==> config.mk <==
export PLATFORM = sky130hd
export DESIGN_NAME = core_ctrl
export DESIGN_NICKNAME = d
export VERILOG_FILES = /design/src/rtl/core_ctrl_pkg.sv /design/src/rtl/core_ctrl.sv
export SDC_FILE = /design/constraint.sdc
export NUM_CORES = 1
export LEC_CHECK = 0
export BUFFER_PORTS_ARGS = -buffer_cell sky130_fd_sc_hd__buf_2
export CAP_MARGIN = 15
export CELL_PAD_IN_SITES_DETAIL_PLACEMENT = 2
export CELL_PAD_IN_SITES_GLOBAL_PLACEMENT = 2
export CORE_AREA = 8 8 125 127
export CTS_BUF_LIST = sky130_fd_sc_hd__clkbuf_2 sky130_fd_sc_hd__clkbuf_4 sky130_fd_sc_hd__clkbuf_8
export DETAILED_ROUTE_END_ITERATION = 8
export DIE_AREA = 0 0 133 135
export HOLD_SLACK_MARGIN = 0.1
export PLACE_DENSITY = 0.94
export SKIP_LAST_GASP = 1
export SYNTH_ARGS = -nofsm -noshare
export SYNTH_HDL_FRONTEND = slang
export SYNTH_SLANG_ARGS = --single-unit
==> constraint.sdc <==
create_clock -name clk -period 11.7 [get_ports clk]
set_clock_uncertainty 0.15 [all_clocks]
set_input_delay 2.34 -clock clk [delete_from_list [all_inputs] [get_ports clk]]
set_output_delay 2.34 -clock clk [all_outputs]
set_load 0.01 [all_outputs]
==> src/rtl/core_ctrl_pkg.sv <==
// Shared definitions for the core controller: instruction word layout,
// the idle instruction value and the controller state encoding.
// Imported by the controller RTL and by its testbench.
package core_ctrl_pkg;

    // Instruction word geometry
    localparam int INST_W = 34;
    localparam int A_W    = 11;

    // Instruction bit and field positions
    localparam int INST_ACC      = 33;
    localparam int INST_CEN_PMEM = 32;
    localparam int INST_WEN_PMEM = 31;
    localparam int A_PMEM_MSB    = 30;
    localparam int A_PMEM_LSB    = 20;
    localparam int INST_CEN_XMEM = 19;
    localparam int INST_WEN_XMEM = 18;
    localparam int A_XMEM_MSB    = 17;
    localparam int A_XMEM_LSB    = 7;
    localparam int INST_OFIFO_RD = 6;
    localparam int INST_IFIFO_WR = 5;
    localparam int INST_IFIFO_RD = 4;
    localparam int INST_L0_RD    = 3;
    localparam int INST_L0_WR    = 2;
    localparam int INST_EXECUTE  = 1;
    localparam int INST_LOAD     = 0;

    // Both SRAMs deselected and write-disabled, every strobe low
    localparam logic [INST_W-1:0] INST_IDLE = 34'h1_800C_0000;

    // Controller phases in run order
    typedef enum logic [2:0] {
        ST_IDLE  = 3'd0,
        ST_KL0   = 3'd1,
        ST_KARR  = 3'd2,
        ST_AL0   = 3'd3,
        ST_EXEC  = 3'd4,
        ST_DRAIN = 3'd5,
        ST_DONE  = 3'd6
    } state_t;

endpackage

==> src/rtl/core_ctrl.sv <==
// Sequences one systolic-core run: kernel load to L0, kernel load into the
// array, activation load to L0, execute, then drain output rows to psum SRAM.
// inst/busy/done are registered; optional accumulate mode via CORE_CTRL_ACC_EN.
module core_ctrl
    import core_ctrl_pkg::*;
#(
    parameter int row         = 8,
    parameter int col         = 8,
    parameter int num_act_max = 64,
    parameter int addr_w      = 11
) (
    input  logic              clk,
    input  logic              reset,
    input  logic              start,
    input  logic [6:0]        num_act,
    input  logic [addr_w-1:0] kbase,
    input  logic [addr_w-1:0] abase,
    input  logic [addr_w-1:0] pbase,
`ifdef CORE_CTRL_ACC_EN
    input  logic              acc_mode,
`endif
    input  logic              ofifo_valid,
    output logic [INST_W-1:0] inst,
    output logic              busy,
    output logic              done
);

    // Phase counter must reach num_act_max + row + col - 1 (longest EXEC)
    localparam int CNT_W = $clog2(num_act_max + row + col + 1) + 1;

    localparam logic [CNT_W-1:0] ONE       = CNT_W'(1);
    localparam logic [CNT_W-1:0] COL_N     = CNT_W'(col);
    localparam logic [CNT_W-1:0] KL0_LAST  = CNT_W'(col);
    localparam logic [CNT_W-1:0] KARR_LAST = CNT_W'(col + row - 1);
    localparam logic [CNT_W-1:0] ROW_COL   = CNT_W'(row + col);
    localparam logic [6:0]       ACT_MAX   = 7'(num_act_max);

    // Phase state and per-phase cycle counter (write count while draining)
    state_t            state_q, state_d;
    logic [CNT_W-1:0]  cnt_q, cnt_d;

    // Run parameters captured at start
    logic [6:0]        num_act_q, num_act_d;
    logic [addr_w-1:0] kbase_q, kbase_d;
    logic [addr_w-1:0] abase_q, abase_d;
    logic [addr_w-1:0] pbase_q, pbase_d;
    logic              acc_q, acc_d;

    // Output registers
    logic [INST_W-1:0] inst_q, inst_d;
    logic              busy_q, done_q;

    // The upcoming cycle is a psum write
    logic              wr_d;

    // Activation count widened to counter width, current and next run
    logic [CNT_W-1:0]  act_q_n;
    logic [CNT_W-1:0]  act_d_n;

    assign act_q_n = CNT_W'(num_act_q);
    assign act_d_n = CNT_W'(num_act_d);

    // Next phase, counter and latched run parameters
    always_comb begin
        state_d   = state_q;
        cnt_d     = cnt_q;
        wr_d      = 1'b0;
        num_act_d = num_act_q;
        kbase_d   = kbase_q;
        abase_d   = abase_q;
        pbase_d   = pbase_q;
        acc_d     = acc_q;
        unique case (state_q)
            ST_IDLE: begin
                if (start) begin
                    state_d   = ST_KL0;
                    cnt_d     = '0;
                    num_act_d = (int'(num_act) > num_act_max) ? ACT_MAX : num_act;
                    kbase_d   = kbase;
                    abase_d   = abase;
                    pbase_d   = pbase;
`ifdef CORE_CTRL_ACC_EN
                    acc_d     = acc_mode;
`else
                    acc_d     = 1'b0;
`endif
                end
            end
            ST_KL0: begin
                if (cnt_q == KL0_LAST) begin
                    state_d = ST_KARR;
                    cnt_d   = '0;
                end else begin
                    cnt_d = cnt_q + ONE;
                end
            end
            ST_KARR: begin
                if (cnt_q == KARR_LAST) begin
                    // An empty run has nothing to load, execute or drain
                    state_d = (num_act_q == '0) ? ST_DONE : ST_AL0;
                    cnt_d   = '0;
                end else begin
                    cnt_d = cnt_q + ONE;
                end
            end
            ST_AL0: begin
                if (cnt_q == act_q_n) begin
                    state_d = ST_EXEC;
                    cnt_d   = '0;
                end else begin
                    cnt_d = cnt_q + ONE;
                end
            end
            ST_EXEC: begin
                if (cnt_q == act_q_n + ROW_COL - ONE) begin
                    // A row already waiting is written on the first drain cycle
                    state_d = ST_DRAIN;
                    wr_d    = ofifo_valid;
                    cnt_d   = ofifo_valid ? ONE : '0;
                end else begin
                    cnt_d = cnt_q + ONE;
                end
            end
            ST_DRAIN: begin
                // cnt_q counts writes issued so far, including the current cycle
                if (cnt_q == act_q_n) begin
                    state_d = ST_DONE;
                    cnt_d   = '0;
                end else if (ofifo_valid) begin
                    wr_d  = 1'b1;
                    cnt_d = cnt_q + ONE;
                end
            end
            ST_DONE: begin
                state_d = ST_IDLE;
                cnt_d   = '0;
            end
            default: begin
                state_d = ST_IDLE;
                cnt_d   = '0;
            end
        endcase
    end

    // Instruction word for the upcoming cycle, decoded from the next phase
    always_comb begin
        inst_d = INST_IDLE;
        unique case (state_d)
            ST_KL0: begin
                if (cnt_d < COL_N) begin
                    inst_d[INST_CEN_XMEM]         = 1'b0;
                    inst_d[A_XMEM_MSB:A_XMEM_LSB] = A_W'(kbase_d + addr_w'(cnt_d));
                end
                // SRAM data arrives one cycle after its address
                inst_d[INST_L0_WR] = (cnt_d != '0);
            end
            ST_KARR: begin
                inst_d[INST_LOAD]  = 1'b1;
                inst_d[INST_L0_RD] = (cnt_d < COL_N);
            end
            ST_AL0: begin
                if (cnt_d < act_d_n) begin
                    inst_d[INST_CEN_XMEM]         = 1'b0;
                    inst_d[A_XMEM_MSB:A_XMEM_LSB] = A_W'(abase_d + addr_w'(cnt_d));
                end
                inst_d[INST_L0_WR] = (cnt_d != '0);
            end
            ST_EXEC: begin
                inst_d[INST_EXECUTE] = 1'b1;
                inst_d[INST_L0_RD]   = (cnt_d < act_d_n);
            end
            ST_DRAIN: begin
                if (wr_d) begin
                    inst_d[INST_OFIFO_RD]         = 1'b1;
                    inst_d[INST_CEN_PMEM]         = 1'b0;
                    inst_d[INST_WEN_PMEM]         = 1'b0;
                    // Address wraps naturally at the addr_w boundary
                    inst_d[A_PMEM_MSB:A_PMEM_LSB] = A_W'(pbase_d + addr_w'(cnt_d - ONE));
                    inst_d[INST_ACC]              = acc_d;
                end
            end
            default: begin
                inst_d = INST_IDLE;
            end
        endcase
    end

    // State, counter, latched parameters and outputs; synchronous active-low reset
    always_ff @(posedge clk) begin
        if (!reset) begin
            state_q   <= ST_IDLE;
            cnt_q     <= '0;
            num_act_q <= '0;
            kbase_q   <= '0;
            abase_q   <= '0;
            pbase_q   <= '0;
            acc_q     <= 1'b0;
            inst_q    <= INST_IDLE;
            busy_q    <= 1'b0;
            done_q    <= 1'b0;
        end else begin
            state_q   <= state_d;
            cnt_q     <= cnt_d;
            num_act_q <= num_act_d;
            kbase_q   <= kbase_d;
            abase_q   <= abase_d;
            pbase_q   <= pbase_d;
            acc_q     <= acc_d;
            inst_q    <= inst_d;
            busy_q    <= (state_d != ST_IDLE);
            done_q    <= (state_d == ST_DONE);
        end
    end

    assign inst = inst_q;
    assign busy = busy_q;
    assign done = done_q;

endmodule

==> metrics.cfg <==
[status]
status=finished clean

[synth]
synthCells=608
synthesis.area_um2=5100
synth_edf_count=0
syn_avg_cell_area_um2=8.38
synth-seq-cells=84
yosys_warnings=0
ys.flop_type=dfxtp_1
ys_types=73
ys_async_sr_fraction=0
ys_seq_area_frac=0.330

[placed_design]
dpl.hpwl_um=14500
placed_area_um2=5590
place.gp.congestion=0.883
io_buffers=76

[pwr]
switching_share=0.330
vdd_drop_max_mv=0.0788
switching_power_mw=0.240
seqPwrFrac=0.423
p_int_mw=0.487
p_leak_nw=2.79
clockPowerShare=0.312
comb_power_share=0.265
power_density_nw_per_um2=125

[finish]
finalInstanceArea_um2=5800
nNetsFinal=756
drive_above_1_share=0.169
diodes=0
areaGrowthSynthToFinish_pct=13.9

[floorplanning]
die-area_um2=18000
core_area_um2=13600
start_util=0.374
die_w_um=133
rows=43
fp.dieH_um=135
io-pin-count=80

[setup_path]
required_ps=11870
cp.arrival_ps=6600
worst-path-buf-inv=3
critPathSlowestCell=or4_1
cp_top_family=compound AO/OA/AOI/OAI gates
crit_type=in2reg
cp_cell_sequence=buf_2 > or4_1 > o31ai_2 > nor2_1 > o21ai_2 > inv_1 > ha_1 > inv_1 > fa_1 > a21o_1 > a21oi_1 > o21bai_1 > a21oi_1 > o21ai_0 > a21o_1 > a21oi_1 > xnor3_1 > nor2_1
critical_path.max_stage_delay_ps=570
crit_top_cell=a21oi_1
endpoint_kind=flip-flop
cp-start-kind=input pin
crit_fanout=6

[global_routing]
grt_overflow=0
grt_pass1_wl_um=30300
grt_max_degree=46
grt_antenna_before_repair=0
grt_pass1_vias=5553
grtUsageTotal=0.215

[timing]
finalCriticalPeriod_ps=6430
rsz0062_at_grt=false
report.final.hold_viol_count=0
hold_ws_ps=335
slew_headroom=0.333
fmax_mhz=155
slew_violations=0
worst_pin_slew_ps=996
setup_viol=0
min_period_over_period=0.550
setup_tns_ps=0

[route]
vias=4764
viasPerCell=5.57
routed_wl_um=19000
drt_first_pass_iters=4
final_antenna_net_count=0
route.detailed.drc=0
drt_iter0_markers=233
wl_per_cell_um=22.2

[clock_network]
cts_setup_buffers=0
cts_inserted_buffers=9
clkSinkCount=84
cts_tree=yes
cts_hold_buffers=0
cts_max_path_buffers=2
ctsResizeCount=0
root_buffer=clkbuf_8
h-tree-depth=3
cts.clk_slew.worst_paths_ps=90
clock_latency_ps=390

[min_path]
hold_path.class=reg2reg

[run]
drv_cap=0

Yosys cell counts (3+ instances only):
library cell | number | area share
nand2_1 | 99 | 0.073
dfxtp_1 | 84 | 0.33
a21oi_1 | 57 | 0.056
nor2_1 | 43 | 0.032
ha_1 | 39 | 0.096
inv_1 | 27 | 0.020
xnor2_1 | 23 | 0.040
xor2_1 | 20 | 0.034
clkbuf_1 | 18 | 0.013
a21o_1 | 13 | 0.019
o21ai_0 | 13 | 0.013
and2_1 | 12 | 0.015
nand3_1 | 12 | 0.012
mux2i_1 | 11 | 0.022
o32ai_1 | 9 | 0.015
and3_1 | 8 | 0.0098
nand2b_1 | 8 | 0.0098
a31oi_1 | 7 | 0.0086
nor3_1 | 7 | 0.0069
o21bai_1 | 7 | 0.010
nor2b_1 | 6 | 0.0074
nor3b_1 | 6 | 0.0088
buf_2 | 4 | 0.0039
buf_4 | 4 | 0.0059
a32o_1 | 3 | 0.0059
fa_1 | 3 | 0.012
nor4_1 | 3 | 0.0037
nor4b_2 | 3 | 0.0088
o31ai_1 | 3 | 0.0044
registers in the layout, summed over array words and instances (netlist names):
signal / flops
pbase_q: 11
inst: 30
busy: 1
kbase_q: 11
abase_q: 11
state_q: 3
cnt_q: 8
done: 1
num_act_q: 7
acc_q: 1
routing by layer:
metal,GRT usage,share of wire
met1,0.229,0.41
met2,0.397,0.52
met3,0.0472,0.036
met4,0.0997,0.034
met5,0,0
power by group through the flow:
| stage | Sequential (mW) | Clock (mW) | Combinational [mW] |
|---|---|---|---|
| 2_1_floorplan | 0.311 | 0 | 0.129 |
| 3_3_place_gp | 0.312 | 0 | 0.168 |
| 3_5_place_dp | 0.314 | 0 | 0.186 |
| 4_1_cts | 0.308 | 0.230 | 0.192 |
| 5_1_grt | 0.309 | 0.244 | 0.210 |
| 6_report | 0.307 | 0.227 | 0.193 |
through the flow:
step                      instances   util  power (mW)  setup slack, ps
after floorplan                 609      -       0.440             5870
after global placement          839  0.411       0.480             5460
after detailed placement        839  0.411       0.500             5030
after CTS                       855  0.426       0.730             5350
after global routing            855  0.426       0.762             5050
final                           855  0.426       0.727             5270
cell type report:
| type | count | area [µm²] |
|---|---|---|
| timing repair buffer | 77 | 388 |
| clock inverter | 3 | 45.0 |
| inverter | 28 | 105 |
| fill | 1531 | 7810 |
| clock buffer | 13 | 166 |
| tap | 180 | 225 |
| multi-input combinational | 470 | 3190 |
| sequential | 84 | 1680 |
tightest hold or removal path, cell delays in order, from the launching register on:
cell and delay, ps:
dfxtp_1 310, nand2_1 70, a21oi_1 70
cell families (layout without fill, tap and decap cells):
group | count (synthesis) | in the layout | share of synthesized area
buffers and inverters | 55 | 121 | 0.0459
other | 2 | 3 | 0.00147
flip-flops | 84 | 84 | 0.330
AO/OA/AOI/OAI | 143 | 143 | 0.195
adder cells (fa/ha/maj) | 42 | 42 | 0.108
AND/OR/NAND/NOR | 226 | 226 | 0.218
multiplexers | 12 | 12 | 0.0238
XOR/XNOR | 44 | 44 | 0.0783
layout by cell type (no fill, tap or decap), drive strengths merged, types with 8 or more instances in the layout:
cell type and count:
o21ai 15, nand2 99, xor2 20, a21o 13
a21oi 57, buf 77, xnor2 23, nor2 44
nor3b 8, nand2b 8, mux2i 11, o32ai 9
o21bai 8, and3 8, and2 12, dfxtp 84
clkbuf 13, ha 39, inv 28, nand3 12
path summary, 6_finish.rpt:
check	startpoint	endpoint	slack (ps)	depth (start not counted)
min reg2reg	kbase_q[6]	kbase_q[6]	330	2
min	kbase_q[6]	kbase_q[6]	330	2
max	start	inst[30]	5270	18
max reg2reg	num_act_q[0]	inst[30]	5960	21
No activity file was read; power rests on OpenSTA's default activity.
